File: src/rtl/vect_mem_seq.sv
// vect_mem_seq: serialises one vector memory op into per-lane accesses to a
// scalar data memory, then presents the assembled write-back vector.
//
// Ports
//   clk, rst            single clock, asynchronous active-high reset
//   validIn / readyIn   op handshake; an op is accepted only while idle
//   memRead, memWrite   op kind (store wins when both are set; neither = pass)
//   aluResult           per-lane result, or per-lane address for load/store
//   storeData           per-lane store data
//   tagIn / tagOut      destination register tag, presented with result
//   dAddr, dWData       data-memory address / write data (0 when not accessing)
//   dWe, dRe            data-memory write / read strobes
//   dRData              read data, valid the cycle after dRe
//   result, validOut    write-back vector and its one-cycle completion pulse
module vect_mem_seq #(
  parameter int N = 24,
  parameter int M = 6
) (
  input  logic           clk,
  input  logic           rst,
  input  logic           validIn,
  output logic           readyIn,
  input  logic           memRead,
  input  logic           memWrite,
  input  logic [M*N-1:0] aluResult,
  input  logic [M*N-1:0] storeData,
  input  logic [3:0]     tagIn,
  output logic [N-1:0]   dAddr,
  output logic [N-1:0]   dWData,
  output logic           dWe,
  output logic           dRe,
  input  logic [N-1:0]   dRData,
  output logic [M*N-1:0] result,
  output logic [3:0]     tagOut,
  output logic           validOut
);

  typedef enum logic [1:0] {IDLE, ACCESS, DRAIN, DONE} state_t;
  typedef enum logic [1:0] {K_PASS, K_LOAD, K_STORE} kind_t;

  localparam logic [2:0] LAST = 3'(M - 1);

  state_t         state, state_nxt;
  kind_t          kind_q, kind_in;
  logic [2:0]     cnt;
  logic           accept;
  logic           last_lane;
  logic [M*N-1:0] addr_q;
  logic [M*N-1:0] sdata_q;
  logic [M*N-1:0] ld_q;
  logic [3:0]     tag_q;

  assign accept    = validIn && (state == IDLE);
  assign last_lane = (cnt == LAST);

  always_comb begin
    if (memWrite)     kind_in = K_STORE;
    else if (memRead) kind_in = K_LOAD;
    else              kind_in = K_PASS;
  end

  always_ff @(posedge clk or posedge rst) begin
    if (rst) state <= IDLE;
    else     state <= state_nxt;
  end

  always_comb begin
    state_nxt = state;
    readyIn   = 1'b0;
    validOut  = 1'b0;
    dWe       = 1'b0;
    dRe       = 1'b0;
    dAddr     = '0;
    dWData    = '0;
    case (state)
      IDLE: begin
        readyIn = 1'b1;
        if (accept) state_nxt = (kind_in == K_PASS) ? DONE : ACCESS;
      end
      ACCESS: begin
        dAddr = addr_q[int'(cnt)*N +: N];
        if (kind_q == K_STORE) begin
          dWe    = 1'b1;
          dWData = sdata_q[int'(cnt)*N +: N];
        end else begin
          dRe = 1'b1;
        end
        if (last_lane) state_nxt = (kind_q == K_STORE) ? DONE : DRAIN;
      end
      DRAIN:   state_nxt = DONE;
      DONE: begin
        validOut  = 1'b1;
        state_nxt = IDLE;
      end
      default: state_nxt = IDLE;
    endcase
  end

  // Control and architecturally visible outputs: reset to a clean idle state.
  // result/tagOut only change on the edge entering DONE so the previous
  // write-back stays stable while a new op is in flight.
  always_ff @(posedge clk or posedge rst) begin
    if (rst) begin
      cnt    <= '0;
      kind_q <= K_PASS;
      result <= '0;
      tagOut <= '0;
    end else begin
      if (state == ACCESS) cnt <= last_lane ? 3'd0 : cnt + 3'd1;
      else                 cnt <= '0;
      if (accept) kind_q <= kind_in;
      if (accept && (kind_in == K_PASS)) begin
        result <= aluResult;
        tagOut <= tagIn;
      end else if ((state == ACCESS) && last_lane && (kind_q == K_STORE)) begin
        result <= addr_q;
        tagOut <= tag_q;
      end else if (state == DRAIN) begin
        // Final lane arrives on the drain edge; earlier lanes are in ld_q.
        result <= {dRData, ld_q[(M-1)*N-1:0]};
        tagOut <= tag_q;
      end
    end
  end

  // Operand capture and load assembly: no reset needed, always written
  // before being observed.
  always_ff @(posedge clk) begin
    if (accept) begin
      addr_q  <= aluResult;
      sdata_q <= storeData;
      tag_q   <= tagIn;
    end
    // Read data lags the strobe by one cycle, so it belongs to lane cnt-1.
    if ((state == ACCESS) && (kind_q == K_LOAD) && (cnt != 3'd0))
      ld_q[(int'(cnt)-1)*N +: N] <= dRData;
  end

endmodule

File: config.mk
export PLATFORM = sky130hd
export DESIGN_NAME = vect_mem_seq
export DESIGN_NICKNAME = d
export VERILOG_FILES = /design/src/rtl/vect_mem_seq.sv
export SDC_FILE = /design/constraint.sdc
export NUM_CORES = 1
export LEC_CHECK = 0
export BUFFER_PORTS_ARGS = -buffer_cell sky130_fd_sc_hd__buf_2
export CAP_MARGIN = 20
export CORE_MARGIN = 2
export CORE_UTILIZATION = 55
export CTS_CLUSTER_SIZE = 24
export DETAILED_ROUTE_END_ITERATION = 8
export PLACE_DENSITY_LB_ADDON = 0.2
export RECOVER_POWER = 100
export SYNTH_ARGS = -nofsm -noshare
export SYNTH_HDL_FRONTEND = slang
export SYNTH_SLANG_ARGS = --single-unit
File: constraint.sdc
create_clock -name clk -period 8.4 [get_ports clk]
set_input_delay 0.84 -clock clk [delete_from_list [all_inputs] [get_ports clk]]
set_output_delay 0.84 -clock clk [all_outputs]
set_load 0.02 [all_outputs]
Word-level counts from Yosys, hierarchy flattened
Index checks and enable logic that the tools add are counted.
{"block": "word_totals", "in_bits": 321, "wordCells": 62, "out_inout_bits": 200, "reg_bits": 591}
{"block": "classes", "muxes": 25, "mul": 2, "eq_ne": 8, "n_addsub": 3, "n_reduce_logical": 11, "shifts": 4}
{"cell": "144-bit 2-to-1 mux", "n": 3}
{"cell": "144-bit bitwise mux", "n": 1}
{"cell": "24-bit by 33-bit variable shift with 144-bit output (first input constant)", "n": 1}
{"cell": "144-bit by 32-bit variable part select with 24-bit output", "n": 1}
{"cell": "144-bit by 9-bit variable part select with 24-bit output", "n": 1}
{"cell": "24-bit by 33-bit variable part select with 144-bit output", "n": 1}
{"cell": "24-bit 2-to-1 mux", "n": 3}
{"cell": "10-bit negation with 33-bit output", "n": 1}
{"cell": "4-bit 2-to-1 mux", "n": 3}
{"cell": "1-bit 2-to-1 mux", "n": 8}
{"cell": "2-bit 2-to-1 mux", "n": 4}
{"cell": "2-bit one-hot mux with 4 select lines", "n": 1}
{"cell": "4-bit by 3-bit multiplier with 7-bit output (second input constant)", "n": 1}
{"cell": "2-bit == test (second input constant)", "n": 3}
{"cell": "1-bit logical AND", "n": 6}
{"cell": "3-bit 2-to-1 mux", "n": 2}
{"cell": "3-bit nonzero test", "n": 2}
{"cell": "3-bit by 2-bit multiplier with 5-bit output (second input constant)", "n": 1}
{"cell": "2-bit by 1-bit == test with 1-bit output (second input constant)", "n": 2}
{"cell": "2-bit logical NOT", "n": 2}
{"cell": "2-bit inequality test (second input constant)", "n": 2}
{"cell": "3-bit by 1-bit subtractor with 4-bit output (second input constant)", "n": 1}
{"cell": "3-bit by 1-bit adder with 3-bit output (second input constant)", "n": 1}
{"cell": "3-bit == test (second input constant)", "n": 1}
{"cell": "2-bit AND reduction", "n": 1}

Depth between registers and ports, before layout
Gate-level depths: netlist of run 1.
{"block": "depth", "depth_word": 6, "ltp_mapped": 23, "ltp_nobuf": 18}

Least setup slack after synthesis of run 1
OpenSTA, ideal clock, no wires.
{"block": "synth_timing", "kind": "register to register", "from": "register state[0]", "to": "register kind_q[0]", "t_arrival_ns": 6.836, "required_time_ns": 7.984, "path_stages_with_launch": 6, "setup_slack_ns": 1.149, "path_cell_list": "dfrtp_1 -> inv_1 -> ha_1 -> nand2_1 -> inv_1 -> o21ai_0"}
{"block": "synth_between", "elab_chain_len": 2}
{"element": "from (decl)", "line_no": "43", "text": "state_t state, state_nxt;"}
{"element": "from (signal assigned)", "line_no": "64", "text": "else state <= state_nxt;"}
{"element": "2-bit logical NOT", "line_no": "53", "text": "assign accept = validIn && (state == IDLE);"}
{"element": "1-bit logical AND", "line_no": "53"}
{"element": "via accept", "line_no": "46", "text": "logic accept;"}
{"element": "to (signal assigned)", "line_no": "111", "text": "if (accept) kind_q <= kind_in;"}
{"element": "to (decl)", "line_no": "44", "text": "kind_t kind_q, kind_in;"}
The timed path passes the listed nets, and every way through them passes these cells.
A chain may end at the register's enable or synchronous reset.

Worst setup path after layout of run 1
{"block": "layout_timing", "from": "register cnt[0]", "to": "register ld_q[115] (enable)"}
{"block": "layout_between", "elab_chain_len": 2}
{"element": "from (decl)", "line_no": "45", "text": "logic [2:0] cnt;"}
{"element": "from (signal assigned)", "line_no": "109", "text": "if (state == ACCESS) cnt <= last_lane ? 3'd0 : cnt + 3'd1;"}
{"element": "3-bit nonzero test", "line_no": "135", "text": "if ((state == ACCESS) && (kind_q == K_LOAD) && (cnt != 3'd0))"}
{"element": "1-bit logical AND", "line_no": "135"}
{"element": "to (signal, indexed assignment)", "line_no": "136", "text": "ld_q[(int'(cnt)-1)*N +: N] <= dRData;"}
{"element": "to (decl)", "line_no": "50", "text": "logic [M*N-1:0] ld_q;"}
Every way passes these cells.

==> impl_metrics.py, run 1 <==
metrics = {
    "floorplan": {
        "die_w_um": 220,
        "die_y_um": 220,
        "rows": 79,
        "start_util_pct": 55.4,
        "io_pins": 521,
        "core_um2": 46300,
        "dieArea_um2": 48400,
    },
    "synth": {
        "ys_types": 47,
        "yosysWarnings": 0,
        "ys_ff_latch": 567,
        "synth-edff-count": 412,
        "avgSynthCellArea_um2": 12.1,
        "ys.flop_type": "edfxtp_1",
        "seq_area_frac_synth_pct": 63.4,
        "syn-num-nets": 2468,
        "async_flop_share_pct": 27.3,
        "syn-cell-area_um2": 25600,
        "synth_cells": 2125,
    },
    "clocking": {
        "clk-insertion-delay-late_ns": 0.63,
        "ctsHtreeMaxLevel": 2,
        "cts_resized": 0,
        "cts.sinks": 567,
        "clkSlewWorstSetupHoldPaths_ns": 0.06,
        "clockRootBuffer": "clkbuf_16",
        "holdBufCountCts": 0,
        "postCtsSetupRepairBufs": 0,
        "cts_buffers": 57,
        "tritoncts": "built",
        "clk_path_buf_depth": 3,
    },
    "sta": {
        "finalCritPeriodShare_pct": 85.8,
        "drv_slew": 666,
        "hold_viol_final": 0,
        "max_freq_ghz": 0.139,
        "fin_crit_ns": 7.20,
        "setup_tns_ns": 0,
        "rsz0062_at_grt": "no",
        "skew_ns": 0.0218,
        "slew-limit-headroom_pct": -184,
        "setup_viol": 0,
        "tightest_slew_ns": 4.26,
    },
    "power": {
        "leakage_nw": 10.8,
        "p_per_area_nw_per_um2": 364,
        "irDropWorstVdd_mv": 0.264,
        "power.total_mw": 11.0,
    },
    "setup_path": {
        "cp_cell_sequence": "inv_1, ha_1, xnor2_1, buf_4, inv_1, ha_1, ha_1, inv_1, fa_1, nand3_1, or3_1, inv_1, ha_1, clkbuf_1, nand4bb_1, nor3_1, mux2i_1, nor4_1, nand2b_1, nor2_1",
        "start_kind": "register",
        "required_ns": 8.66,
        "critPathArrivalTime_ns": 7.46,
        "endpoint_kind": "register",
        "critical_path_class": "register to register",
        "cp_slowest_stage_delay_ns": 0.98,
        "cpMaxStageDelayCell": "dfrtp_4",
        "critPathMaxFanout": 46,
        "reg2reg_slack_ns": 1.20,
    },
    "run_status": {
        "violations": "capacitance limit, slew limit",
        "outcome": "complete, but fails checks",
    },
    "grt": {
        "grt_pass1_vias": 18700,
        "track_usage_pct": 34.8,
        "grt_overflow_total": 0,
        "grt_first_pass_wirelength_um": 121000,
        "antenna_found_initial": 9,
        "grt_max_degree": 200,
    },
    "place": {
        "gp_congestion": 0.943,
        "dpl_cell_area_um2": 28700,
        "dpl.cell_count": 3134,
        "io_buffers": 520,
        "dp_hpwl_um": 62000,
    },
    "routing": {
        "drt_iter0_markers": 2437,
        "vias": 19400,
        "firstDrtPassIters": 6,
        "wl_per_cell_um": 25.9,
        "vias_per_cell": 5.97,
        "drc": 0,
        "ant_nets": 0,
        "wirelength_um": 84200,
    },
    "cells_and_area": {
        "fillerInstances": 3762,
        "multiInputGateArea_um2": 8720,
        "layout-drive-gt1-share_pct": 13.5,
        "final_cell_mix": "edfxtp_1 (412), clkbuf_1 (364), nor2_1 (327)",
        "layout_commonest_cell": "edfxtp_1",
        "seqCellArea_um2": 16300,
        "syn2layout_area_growth_pct": 17.7,
        "stdcell_area_um2": 30200,
        "nets": 2931,
        "utilization_pct": 65.2,
        "instances_no_fill": 3248,
    },
    "min_path": {
        "hold_path.class": "input pin to register",
    },
    "flow_run": {
        "maxCapViolCount": 10,
    },
}
metal layers:
layer	track usage, %	wire length, um	vias up
met3	8.06	8110	162
met4	12.8	3310	10
met5	0	61	-
met2	54.8	39700	1020
met1	47.4	33000	9564
li1	-	-	8636
power by group:
| group | leakage (nW) | total (mW) | switching (mW) | internal [mW] |
|---|---|---|---|---|
| clock network | 0.967 | 2.71 | 1.12 | 1.59 |
| registers | 5.72 | 4.17 | 0.390 | 3.78 |
| logic | 4.10 | 4.09 | 2.91 | 1.19 |
| total | 10.8 | 11.0 | 4.42 | 6.55 |
worst max-delay path: cells and delay by family (launching register included):
family | cells | cell delay (ns)
adders and majority gates | 5 | 1.60
muxes | 1 | 0.14
xor gates and xnor gates | 1 | 0.14
DFF | 1 | 0.98
buffers and inverters | 6 | 1.14
and+or+nand+nor | 7 | 2.82
path summary, 6_finish.rpt:
| check | startpoint | end | depth (start not counted) |
|---|---|---|---|
| max in group asynchronous | rst | cnt[0] | 3 |
| worst min register to register | result[16] | result[16] | 2 |
| worst min-delay path | storeData[64] | sdata_q[64] | 1 |
| worst max-delay path | cnt[0] | ld_q[115] | 20 |
| worst max register to register | cnt[0] | ld_q[115] | 20 |
| min in group asynchronous | rst | result[86] | 2 |
stage by stage:
step / hold WS [ns] / worst slack (ns)
after floorplan: 0.505 / 1.15
after global placement: 0.458 / 1.71
after detailed placement: 0.466 / 1.62
after CTS: 0.187 / 1.58
after global routing: 0.352 / 0.618
final: 0.377 / 1.20
logic make-up after synthesis:
family	count (synthesis)	synth area share (%)
muxes	252	12.2
xor gates and xnor gates	9	0.381
adders and majority gates	22	1.13
and+or+nand+nor	640	10.4
AOI/OAI and AO/OA	471	9.94
buffers and inverters	164	2.57
DFF	567	63.4
cell type report:
cell class | count | area share (%)
tap | 607 | 2.52
multi-input combinational | 1394 | 28.9
clock inverter | 28 | 1.24
clock buffer | 80 | 5.35
timing repair buffer | 549 | 7.82
antenna | 4 | 0.0332
sequential | 567 | 53.9
inverter | 19 | 0.265
cell usage after synthesis, drive strengths merged, types with 20 or more instances:
master | instances | area (um^2)
a21oi | 224 | 1120
buf | 45 | 211
clkbuf | 100 | 375
dfrtp | 155 | 3880
edfxtp | 412 | 12400
ha | 20 | 250
mux2i | 200 | 2000
mux4 | 48 | 1080
nand2 | 207 | 777
nor2 | 327 | 1230
nor2b | 41 | 257
o21ai | 183 | 916
registers in the layout (all words and copies together), names as in the netlist:
name and cells:
addr_q 144, result 144, sdata_q 144, ld_q 120
tagOut 4, tag_q 4, cnt 3, kind_q 2
state 2
(Power assumes the default switching activity.)
==> run 2: changes to the inputs <==
RECOVER_POWER = not set   (was 100)
==> run 2 against run 1 <==
Net effect:
- the flow now finishes without violations
- non-clock buffer count is the same
- sequential power shrank 1%
- power grew 0.91%
- critical path type unchanged
- first-iteration DRC count shrank 3.2%
- highest routed layer unchanged
- hold slack lost 0.18 ns
- core utilization grew 1.1 points
- count of clock-buffer cells in the layout is the same
- largest cell class unchanged
- register-to-register slack gained 0.40 ns
==> impl_metrics.py, run 2 (synthesis gave the netlist of run 1 again) <==
metrics = {
    "run_status": {
        "outcome": "finished, final reports clean",
    },
    "routing": {
        "wirelength_um": 84200,
        "drc": 0,
        "firstDrtPassIters": 6,
        "vias_per_cell": 5.97,
        "drt_iter0_markers": 2358,
        "vias": 19400,
        "wl_per_cell_um": 25.9,
        "ant_nets": 0,
    },
    "sta": {
        "skew_ns": 0.0216,
        "drv_slew": 0,
        "fin_crit_ns": 6.81,
        "hold_viol_final": 0,
        "finalCritPeriodShare_pct": 81.0,
        "final.setup.worst_slack_ns": 1.59,
        "setup_tns_ns": 0,
        "whs_ns": 0.194,
        "rsz0062_at_grt": "no",
        "setup_viol": 0,
        "max_freq_ghz": 0.147,
        "tightest_slew_ns": 1.11,
        "slew-limit-headroom_pct": 25.8,
    },
    "clocking": {
        "postCtsSetupRepairBufs": 0,
        "tritoncts": "built",
        "cts_buffers": 57,
        "holdBufCountCts": 0,
        "ctsHtreeMaxLevel": 2,
        "cts_resized": 0,
        "clk-insertion-delay-late_ns": 0.63,
        "clockRootBuffer": "clkbuf_16",
        "cts.sinks": 567,
        "clkSlewWorstSetupHoldPaths_ns": 0.06,
        "clk_path_buf_depth": 3,
    },
    "grt": {
        "track_usage_pct": 34.8,
        "grt_overflow_total": 0,
        "grt_first_pass_wirelength_um": 121000,
        "antenna_found_initial": 12,
        "grt_pass1_vias": 18700,
        "grt_max_degree": 200,
    },
    "floorplan": {
        "die_w_um": 220,
        "dieArea_um2": 48400,
        "io_pins": 521,
        "start_util_pct": 55.4,
        "core_um2": 46300,
        "rows": 79,
        "die_y_um": 220,
    },
    "setup_path": {
        "cpMaxStageDelayCell": "dfrtp_4",
        "r2r-start": "cnt[0]",
        "reg2reg_slack_ns": 1.59,
        "crit_buf_inv": 4,
        "r2r_cells": 18,
        "start_kind": "register",
        "cp_slowest_stage_delay_ns": 0.98,
        "timing.rr.end": "ld_q[80]",
        "crit_top_cell": "ha_1",
        "critPathMaxFanout": 46,
        "worst-path-stages": 18,
        "required_ns": 8.65,
        "cp_cell_sequence": "inv_1, ha_1, xnor2_1, buf_4, inv_1, ha_1, ha_1, inv_1, fa_1, nand3_1, or3_1, ha_1, or4_1, nor3_1, mux2i_1, nor4_1, nand2_1, a21oi_1",
        "critPathTopFamily": "simple AND/OR/NAND/NOR gates",
        "endpoint_kind": "register",
        "critical_path_class": "register to register",
        "critPathArrivalTime_ns": 7.05,
    },
    "place": {
        "io_buffers": 520,
        "pre_cts_ws_ns": 1.62,
        "gp_congestion": 0.943,
        "dp_hpwl_um": 62000,
        "dpl_cell_area_um2": 28700,
    },
    "cells_and_area": {
        "final_cell_mix": "buf_2 (522), edfxtp_1 (412), nor2_1 (326)",
        "syn2layout_area_growth_pct": 19.7,
        "layout_commonest_cell": "buf_2",
        "utilization_pct": 66.3,
        "reg.largest.list": "addr_q x144, result x144, sdata_q x144",
        "nets": 2931,
        "seqCellArea_um2": 16300,
        "layout-drive-gt1-share_pct": 27.0,
        "multiInputGateArea_um2": 8750,
        "stdcell_area_um2": 30700,
        "fillerInstances": 3534,
    },
    "flow_run": {
        "maxCapViolCount": 0,
    },
    "power": {
        "leakage_nw": 11.9,
        "p_per_area_nw_per_um2": 361,
        "irDropWorstVdd_mv": 0.263,
    },
    "min_path": {
        "hold_path.class": "input pin to asynchronous set/reset pin",
    },
}
-- run 2: cell types whose count changed in the layout (fill, tap and decap cells not counted), sizes merged --
cell / previous run / this run
buf: 196 / 548
clkbuf: 433 / 81
clkinvlp: 3 / 2
diode: 4 / 6
inv: 20 / 21
-- run 2: cell type report --
cell class	count	area share, %
multi-input cells	1394	28.5
clock inverters	28	1.22
inverters	19	0.273
flip-flops and latches	567	53.0
diodes	6	0.0489
clock buffers	80	5.26
well taps	607	2.47
repair buffers	549	9.25
-- run 2: worst max path at each step --
stage,from,end
final,cnt[0],ld_q[80]
after detailed placement,cnt[0],ld_q[83]
after global placement,cnt[0],ld_q[112]
after CTS,cnt[0],ld_q[84]
after global routing,cnt[0],ld_q[80]
after floorplan,state[0],kind_q[0]
-- run 2: worst reg2reg max path: stages, from the launching register on --
cell and delay, ns:
dfrtp_4 0.98, inv_1 0.17, ha_1 0.28, xnor2_1 0.14, buf_4 0.26, inv_1 0.13, ha_1 0.30, ha_1 0.15
inv_1 0.06, fa_1 0.62, nand3_1 0.19, or3_1 0.41, ha_1 0.31, or4_1 0.52, nor3_1 0.18, mux2i_1 0.14
nor4_1 0.73, nand2_1 0.11, a21oi_1 0.73
-- run 2: metrics by stage --
step	power (mW)	cells
2_1_floorplan	6.92	2125
3_3_place_gp	8.28	3132
3_5_place_dp	8.36	3134
4_1_cts	11.1	3242
5_1_grt	11.6	3247
6_report	11.1	3250
-- run 2: power by group --
part           switching [mW]  internal, mW  leakage (nW)  total (mW)
combinational            2.91          1.33          5.22        4.23
clock                    1.12          1.59         0.967        2.71
sequential              0.383          3.75          5.72        4.13
total                    4.41          6.66          11.9        11.1
-- run 2: routing by layer --
layer	part of all wire [%]	up-vias	GRT usage (%)
li1	-	8640	-
met1	39	9528	47.4
met2	47	1049	54.8
met3	9.7	163	8.06
met4	4.0	14	12.8
met5	0.095	-	0
==> run 3: changes to the inputs <==
CORE_UTILIZATION = 50   (was 55)
clock period = 5.91 ns   (was 8.4 ns; I/O delays follow)
==> run 3 against run 2 <==
Net effect:
- core utilization shrank 5.0 points
- critical path depth is the same
- critical endpoint is now ld_q[45]
- first-iteration DRC count shrank 14%
- non-clock buffer count grew 13
- fmax grew 21%
- sequential share of layout area shrank 0.38 points
- die area grew 9.8%
- sequential cell count is the same
- combinational power grew 47%
- hold slack lost 0.083 ns
==> impl_metrics.py, run 3 (synthesis gave the netlist of run 1 again) <==
metrics = {
    "power": {
        "switchingPower_mw": 6.26,
        "pwr-share-comb_pct": 39.5,
        "switching_share_pct": 39.9,
        "leakage_nw": 12.0,
        "p_per_area_nw_per_um2": 508,
        "pwr-share-seq_pct": 36.9,
        "p_int_mw": 9.43,
        "irDropWorstVdd_mv": 0.346,
        "clock_power_share_pct": 23.5,
    },
    "floorplan": {
        "die_y_um": 230,
        "rows": 82,
        "die_w_um": 230,
        "io_pins": 521,
        "core_um2": 50400,
        "dieArea_um2": 53100,
        "start_util_pct": 50.9,
    },
    "setup_path": {
        "cp_slowest_stage_delay_ns": 0.64,
        "critPathMaxFanout": 8,
        "crit_buf_inv": 4,
        "endpoint_kind": "register",
        "critical_path_class": "register to register",
        "critPathArrivalTime_ns": 5.90,
        "critPathTopFamily": "simple AND/OR/NAND/NOR gates",
        "cpMaxStageDelayCell": "or4_1",
        "required_ns": 6.19,
        "start_kind": "register",
        "cp_cell_sequence": "inv_1, ha_1, xnor2_2, inv_1, ha_1, ha_1, inv_1, fa_1, nand3_1, or3_1, ha_1, or4_1, nor3_1, mux2i_1, or4_1, buf_4, nor3_2, a21o_1",
        "crit_top_cell": "ha_1",
    },
    "cells_and_area": {
        "final_cell_mix": "buf_2 (520), edfxtp_1 (412), nor2_1 (326)",
        "syn2layout_area_growth_pct": 20.6,
        "instances_no_fill": 3327,
        "nets": 2945,
        "reg.largest.list": "addr_q x144, result x144, sdata_q x144",
        "layout-drive-gt1-share_pct": 27.5,
        "layout_commonest_cell": "buf_2",
        "stdcell_area_um2": 30900,
    },
    "place": {
        "dpl_cell_area_um2": 29000,
        "dp_hpwl_um": 62600,
        "io_buffers": 520,
        "pre_cts_ws_ns": 0.289,
        "dpl.cell_count": 3214,
        "gp_congestion": 0.940,
    },
    "routing": {
        "vias_per_cell": 5.75,
        "wirelength_um": 84900,
        "firstDrtPassIters": 5,
        "drc": 0,
        "ant_nets": 0,
        "drt_iter0_markers": 2021,
        "vias": 19100,
        "wl_per_cell_um": 25.5,
    },
    "grt": {
        "grt_pass1_vias": 18800,
        "grt_overflow_total": 0,
        "track_usage_pct": 31.6,
        "grt_max_degree": 196,
        "antenna_found_initial": 11,
        "grt_first_pass_wirelength_um": 123000,
    },
    "clocking": {
        "clk_path_buf_depth": 3,
        "clk-insertion-delay-late_ns": 0.61,
        "tritoncts": "built",
        "clkSlewWorstSetupHoldPaths_ns": 0.06,
        "postCtsSetupRepairBufs": 0,
        "clockRootBuffer": "clkbuf_16",
        "cts_buffers": 58,
        "holdBufCountCts": 0,
        "cts.sinks": 567,
        "ctsHtreeMaxLevel": 2,
        "cts_resized": 0,
    },
    "run_status": {
        "outcome": "finished, final reports clean",
    },
    "sta": {
        "fin_crit_ns": 5.62,
        "rsz0062_at_grt": "no",
        "setup_viol": 0,
        "max_freq_ghz": 0.178,
        "final.setup.worst_slack_ns": 0.291,
        "drv_slew": 0,
        "whs_ns": 0.111,
        "tightest_slew_ns": 1.20,
        "hold_viol_final": 0,
        "skew_ns": 0.0143,
        "setup_tns_ns": 0,
        "finalCritPeriodShare_pct": 95.1,
        "slew-limit-headroom_pct": 20.1,
    },
    "flow_run": {
        "maxCapViolCount": 0,
    },
    "min_path": {
        "hold_path.class": "input pin to asynchronous set/reset pin",
    },
}
[run 3: cell count changes in the layout (fill, tap and decap cells not counted), sizes merged]
cell	delta
bufinv	-5
clkinv	-2
buf	+14
diode	-2
clkbuf	+8
inv	-1
[run 3: through the flow]
| stage | total power, mW | utilization, % |
|---|---|---|
| final | 15.7 | 61.4 |
| after global routing | 16.5 | 61.4 |
| after CTS | 15.7 | 61.3 |
| after detailed placement | 12.0 | 57.5 |
| after global placement | 11.9 | 57.5 |
| after floorplan | 9.80 | - |
[run 3: layout make-up]
class	count	area [um^2]
clock inverter	20	184
antenna	4	10.0
clock buffer	89	1750
inverter	19	80.1
multi-input combinational	1394	8770
timing repair buffer	562	3020
fill	4084	19500
tap	672	841
sequential	567	16300
[run 3: worst paths after layout]
path / start / to / slack, ns / depth (start not counted)
max in group asynchronous: rst / result[6] / 4.47 / 3
min in group clk: storeData[119] / sdata_q[119] / 0.16 / 1
worst max register to register: cnt[1] / ld_q[45] / 0.29 / 18
worst min-delay path: rst / result[86] / 0.11 / 2
worst max-delay path: cnt[1] / ld_q[45] / 0.29 / 18
worst min register to register: result[61] / result[61] / 0.47 / 2
[run 3: worst register-to-register path, cell delays in order, from the launching register on]
cell     delay [ns]
dfrtp_2        0.40
inv_1          0.19
ha_1           0.29
xnor2_2        0.14
inv_1          0.11
ha_1           0.29
ha_1           0.15
inv_1          0.06
fa_1           0.63
nand3_1        0.19
or3_1          0.42
ha_1           0.30
or4_1          0.54
nor3_1         0.17
mux2i_1        0.13
or4_1          0.64
buf_4          0.24
nor3_2         0.12
a21o_1         0.29
[run 3: power by group through the flow]
stage / Combinational (mW) / Clock (mW) / Sequential (mW)
3_5_place_dp: 6.16 / 0 / 5.86
3_3_place_gp: 6.10 / 0 / 5.83
6_report: 6.20 / 3.69 / 5.80
2_1_floorplan: 3.38 / 0 / 6.42
5_1_grt: 6.64 / 3.92 / 5.89
4_1_cts: 6.18 / 3.75 / 5.80
[run 3: per-layer routing]
metal	part of all wire [%]	routed length (um)	GRT usage [%]
met2	47	40300	50.9
met4	3.8	3200	11.6
met5	0.082	70	0
met3	7.6	6470	6.82
met1	41	34800	42.6
